### src/rtl/encoder_pkg.sv
// Shared definitions for the time-multiplexed quadrature decoder.
package encoder_pkg;

  // Quadrature AB states, encoded as {A, B}.
  localparam logic [1:0] S00 = 2'b00;
  localparam logic [1:0] S01 = 2'b01;
  localparam logic [1:0] S11 = 2'b11;
  localparam logic [1:0] S10 = 2'b10;

  // Outcome of comparing one channel's stored AB with its current AB.
  typedef enum logic [1:0] {
    STEP_NONE = 2'd0,
    STEP_INC  = 2'd1,
    STEP_DEC  = 2'd2,
    STEP_ERR  = 2'd3
  } step_t;

  // Channel-index width; never narrower than one bit.
  function automatic int ch_w(input int channels);
    return (channels > 1) ? $clog2(channels) : 1;
  endfunction

endpackage

### src/rtl/quad_step.sv
// Combinational quadrature step decode: one detent is counted on the
// return to 00, forward from 10 and backward from 01.
module quad_step
  import encoder_pkg::*;
(
  input  logic [1:0] prev,
  input  logic [1:0] curr,
  output step_t      step
);

  // Classify the transition prev -> curr.
  always_comb begin
    step = STEP_NONE;
    if ((prev ^ curr) == 2'b11) begin
      step = STEP_ERR;
    end else if (prev == S10 && curr == S00) begin
      step = STEP_INC;
    end else if (prev == S01 && curr == S00) begin
      step = STEP_DEC;
    end
  end

endmodule

### src/rtl/encoder_scheduler.sv
// Round-robin quadrature decoder shared by CHANNELS rotary encoders.
// One channel is decoded per cycle; values, AB history and error flags
// live in a small per-channel register file with a host load port.
module encoder_scheduler
  import encoder_pkg::*;
#(
  parameter  int CHANNELS = 3,
  parameter  int WIDTH    = 8,
  localparam int CH_W     = ch_w(CHANNELS)
) (
  input  logic                      clk,
  input  logic                      reset,
  input  logic [CHANNELS-1:0]       a,
  input  logic [CHANNELS-1:0]       b,
  input  logic                      load_valid,
  input  logic [CH_W-1:0]           load_ch,
  input  logic [WIDTH-1:0]          load_value,
  output logic [CHANNELS*WIDTH-1:0] value,
  output logic                      upd_valid,
  output logic [CH_W-1:0]           upd_ch,
  output logic [CHANNELS-1:0]       err,
  input  logic                      err_clr
);

  localparam logic [CH_W-1:0] CH_LAST = CH_W'(CHANNELS - 1);
  localparam logic [CH_W:0]   CH_LIM  = (CH_W + 1)'(CHANNELS);

  // Modulo-2^WIDTH count step.
  function automatic logic [WIDTH-1:0] count_step(input logic [WIDTH-1:0] v,
                                                  input logic up);
    return up ? (v + WIDTH'(1)) : (v - WIDTH'(1));
  endfunction

  logic [CHANNELS-1:0] a_sync_p0, a_sync_p1;
  logic [CHANNELS-1:0] b_sync_p0, b_sync_p1;
  logic [CH_W-1:0]     slot;
  logic [1:0]          sync_fill;
  logic [1:0]          hist [CHANNELS];
  logic [CHANNELS-1:0] primed;
  logic [WIDTH-1:0]    vals [CHANNELS];
  logic [1:0]          prev;
  logic [1:0]          curr;
  step_t               step;
  logic                decode_en;
  logic                load_ok;
  logic                load_hit;

  // Two-flop synchronizers for the asynchronous encoder pins.
  always_ff @(posedge clk) begin
    if (reset) begin
      a_sync_p0 <= '0;
      a_sync_p1 <= '0;
      b_sync_p0 <= '0;
      b_sync_p1 <= '0;
    end else begin
      a_sync_p0 <= a;
      a_sync_p1 <= a_sync_p0;
      b_sync_p0 <= b;
      b_sync_p1 <= b_sync_p0;
    end
  end

  // Slot counter, plus a fill count so no channel primes its history from
  // the reset contents of the synchronizer instead of the real pins.
  always_ff @(posedge clk) begin
    if (reset) begin
      slot      <= '0;
      sync_fill <= 2'd0;
    end else begin
      slot <= (slot == CH_LAST) ? '0 : slot + CH_W'(1);
      if (sync_fill != 2'd2) begin
        sync_fill <= sync_fill + 2'd1;
      end
    end
  end

  // Select the serviced channel's history and pins; qualify the host load.
  always_comb begin
    curr      = {a_sync_p1[slot], b_sync_p1[slot]};
    prev      = hist[slot];
    decode_en = (sync_fill == 2'd2);
    load_ok   = load_valid && ({1'b0, load_ch} < CH_LIM);
    load_hit  = load_ok && (load_ch == slot);
  end

  quad_step u_quad_step (
    .prev (prev),
    .curr (curr),
    .step (step)
  );

  // Register file update: decode of the current slot, then host load
  // (which overrides a count on the same channel), with sticky errors.
  always_ff @(posedge clk) begin
    if (reset) begin
      for (int k = 0; k < CHANNELS; k++) begin
        hist[k] <= S00;
        vals[k] <= '0;
      end
      primed    <= '0;
      err       <= '0;
      upd_valid <= 1'b0;
      upd_ch    <= '0;
    end else begin
      upd_valid <= 1'b0;
      if (err_clr) begin
        err <= '0;
      end
      if (decode_en) begin
        hist[slot] <= curr;
        if (!primed[slot]) begin
          primed[slot] <= 1'b1;
        end else begin
          case (step)
            STEP_INC, STEP_DEC: begin
              if (!load_hit) begin
                vals[slot] <= count_step(vals[slot], step == STEP_INC);
                upd_valid  <= 1'b1;
                upd_ch     <= slot;
              end
            end
            STEP_ERR: err[slot] <= 1'b1;
            default: ;
          endcase
        end
      end
      if (load_ok) begin
        vals[load_ch] <= load_value;
      end
    end
  end

  // Flatten the register file onto the value bus.
  for (genvar k = 0; k < CHANNELS; k++) begin : g_value
    assign value[k*WIDTH +: WIDTH] = vals[k];
  end

endmodule

### config.mk
export PLATFORM = sky130hd
export DESIGN_NAME = encoder_scheduler
export DESIGN_NICKNAME = d
export VERILOG_FILES = /design/src/rtl/encoder_pkg.sv /design/src/rtl/quad_step.sv /design/src/rtl/encoder_scheduler.sv
export SDC_FILE = /design/constraint.sdc
export NUM_CORES = 1
export LEC_CHECK = 0
export CAP_MARGIN = 10
export CORE_MARGIN = 2
export CORE_UTILIZATION = 35
export DETAILED_ROUTE_END_ITERATION = 8
export HOLD_SLACK_MARGIN = 0.15
export PLACE_DENSITY = 0.66
export SETUP_SLACK_MARGIN = 0.2
export SYNTH_ARGS = -nofsm -noshare
export SYNTH_HDL_FRONTEND = slang
export SYNTH_SLANG_ARGS = --single-unit
### constraint.sdc
create_clock -name clk -period 4.7 [get_ports clk]
set_clock_uncertainty 0.15 [all_clocks]
set_input_delay 0.47 -clock clk [delete_from_list [all_inputs] [get_ports clk]]
set_output_delay 0.47 -clock clk [all_outputs]
set_load 0.01 [all_outputs]
==> flow_summary.yaml <==
sta:
  hold_viol: 0
  fin_crit_ns: 3.869
  relSlewSlack_pct: 44.06
  finalSetupViolations: 0
  worst_pin_slew_ns: 0.8361
  final-max-slew-violation-count: 0
  fin_hold_ws_ns: 0.2898
  rsz0062_at_grt: "no"
  fmax_mhz: 258.4
  finalSetupTns_ns: 0
  period_share_pct: 82.33
  fin_ws_ns: 0.8307
yosys:
  synthAdderAreaFrac_pct: 5.117
  synthSimpleGateAreaFrac_pct: 14.26
  ys_ff_latch: 65
  synthDistinctLibCells: 53
  synth-edff-count: 40
  synth-xor-area-share_pct: 1.843
  synthMuxAreaShare_pct: 8.465
  async_flop_share_pct: 0
  synth_compound_gate_area_share_pct: 16.14
  ys.flop_type: "edfxtp_1"
  synthCells: 277
  ys_warn_count: 0
  synth_top_family_by_area: "compound AO/OA/AOI/OAI gates"
  seq_area_frac_synth_pct: 51.17
  syn_nets: 310
  syn_area_um2: 3326
  synth.avg_cell_area_um2: 12.01
worst_setup_path:
  cp.required_ns: 4.64
  critical_path.endpoint_type: "register"
  rrSetupSlack_ns: 0.83
  slowest_stage: "fa_1"
  cp_common_cell: "o21ai_0"
  cp.arrival_ns: 3.80
  slowest_delay_ns: 0.54
  crit_path_cell_trace: "buf_4 -> and2b_1 -> a221oi_4 -> nand2_1 -> fa_1 -> a21o_1 -> a21oi_1 -> o21ai_0 -> a211oi_1 -> o21ai_0"
  worstReg2RegEnd: "vals[1][6]$_DFFE_PP_"
  rr_worst_depth: 10
  crit_path_start_kind: "register"
  cp_max_fo: 15
  worstReg2RegStart: "slot[0]$_SDFF_PP0_"
  path_class: "register to register"
floorplanning:
  start_util_pct: 35.99
  chipHeight_um: 101.5
  core_area_um2: 9240
  core.rowCount: 35
  die_area_um2: 10300
  die_w_um: 101.5
  ios: 50
clocking:
  cts-buffers-inserted: 9
  htreeDepth: 3
  cts_tree: "done"
  clkTransAtPathRegs_ns: 0.08
  ctsHoldBuffers: 0
  cts.sinks: 65
  clk_latency_ns: 0.35
  cts_resized: 0
  cts.path.max_buffers: 2
  cts_root_buf: "clkbuf_8"
  post_cts_buffers: 0
min_path:
  worst_hold_startpoint: "a_sync_p0[1]$_SDFF_PP0_"
  hold_end: "a_sync_p1[1]$_SDFF_PP0_"
  hp-class: "register to register"
  min_path_cells: 1
detailed_routing:
  drc: 0
  dr_total_vias: 2378
  wl_mm: 7.565
  viasPerCell: 5.136
  antenna_left: 0
  drtIter0Drc: 109
  route.detailed.wl_per_inst_um: 16.34
  detail_route.first_pass.iterations: 5
power:
  peakVddDrop_mv: 0.2099
  leakagePower_nw: 1.528
  cellPowerDensity_nw_per_um2: 411.2
  power_mw: 1.697
cells_and_area:
  final_common_cell: "clkdlybuf4s50_1"
  layout.nets: 362
  area.growth.synth_to_final_pct: 24.12
  drive_above_1_share_pct: 11.68
  mostFrequentLayoutCells: "clkdlybuf4s50_1 (49), edfxtp_1 (40), dfxtp_1 (25)"
  num_antenna_cells: 0
grt:
  antenna_found_initial: 0
  grt_overflow: 0
  grt_max_degree: 36
  grt_pass1_vias: 2411
  grt.total_usage_pct: 15.80
  grt_pass1_wl_mm: 12.10
placement:
  pre_cts_slack_ns: 0.7915
  port_buffers: 49
  globalplace.congestion: 0.8050
  hpwl_mm: 5.521
status:
  status: "completed"
run:
  drv_cap: 0
## critical path, delay by kind of cell (launching register included)
kind	cells	cell delay (ns)
AOI/OAI and AO/OA	6	1.49
adders and majority gates	1	0.54
buffers and inverters	1	0.34
and+or+nand+nor	2	0.57
DFF	1	0.53
## area by class of cell
cell class                      count  area [µm²]
Inverter                           11       41.29
Clock buffer                        9       123.9
Clock inverter                      7       55.05
Fill cell                         882        5112
Sequential cell                    65        1702
Multi-Input combinational cell    189        1524
Tap cell                          129       161.4
Timing Repair Buffer               53       520.5
## metal layers
| layer | GRT usage (%) | routed length [µm] | up-vias |
|---|---|---|---|
| met1 | 18.13 | 3134 | 1149 |
| met3 | 4.624 | 426 | 17 |
| met2 | 26.80 | 3829 | 72 |
| met4 | 8.108 | 176 | 0 |
| met5 | 0 | 0 | - |
| li1 | - | - | 1140 |
## state kept, by name, indices dropped and copies added, names as in the netlist
register / flops
slot: 2
a_sync_p0: 3
primed: 3
upd_ch: 2
a_sync_p1: 3
upd_valid: 1
b_sync_p1: 3
sync_fill: 2
hist: 8
b_sync_p0: 3
err: 3
vals: 32
## cells by family (layout without fill, tap and decap cells)
logic type | after synthesis | in the layout
AO/OA/AOI/OAI | 69 | 69
XOR/XNOR | 7 | 7
adder cells (fa/ha/maj) | 13 | 13
buffers and inverters | 23 | 80
flip-flops | 65 | 65
multiplexers | 15 | 15
AND/OR/NAND/NOR | 85 | 85
## worst max path at each step
stage	from	endpoint	slack, ns
2_1_floorplan	slot[0]$_SDFF_PP0_	vals[1][6]$_DFFE_PP_	1.25
3_3_place_gp	slot[0]$_SDFF_PP0_	vals[1][6]$_DFFE_PP_	0.98
3_5_place_dp	slot[0]$_SDFF_PP0_	vals[1][6]$_DFFE_PP_	0.79
4_1_cts	slot[0]$_SDFF_PP0_	vals[1][6]$_DFFE_PP_	0.81
5_1_grt	slot[0]$_SDFF_PP0_	vals[1][6]$_DFFE_PP_	0.42
6_report	slot[0]$_SDFF_PP0_	vals[1][6]$_DFFE_PP_	0.83
## stage by stage
| step | instance area (µm²) | utilization (%) | std cells |
|---|---|---|---|
| 2_1_floorplan | 3326 | - | 277 |
| 3_3_place_gp | 3949 | 42.74 | 447 |
| 3_5_place_dp | 3949 | 42.74 | 447 |
| 4_1_cts | 4128 | 44.67 | 463 |
| 5_1_grt | 4128 | 44.67 | 463 |
| 6_report | 4128 | 44.67 | 463 |
## cells in the mapped netlist, types with 7 or more instances
library cell  instances  area [µm²]
a22o_1               13       113.9
a21o_1                7       52.55
ha_1                 12       150.1
nor2_1               15       56.30
a21oi_1              10       50.05
edfxtp_1             40        1201
inv_1                11       41.29
mux4_2                9       202.7
nor2b_1              19       118.9
o21ai_1               8       40.04
and2_1               11       68.82
nand2_1              18       67.56
dfxtp_1              25       500.5
## report_power, final
part	internal (mW)	total, mW	leakage (nW)	switching (mW)
Sequential	0.663	0.688	0.606	0.0253
Clock	0.195	0.428	0.0862	0.233
Combinational	0.243	0.581	0.836	0.338
No activity file was read; power rests on OpenSTA's default activity.
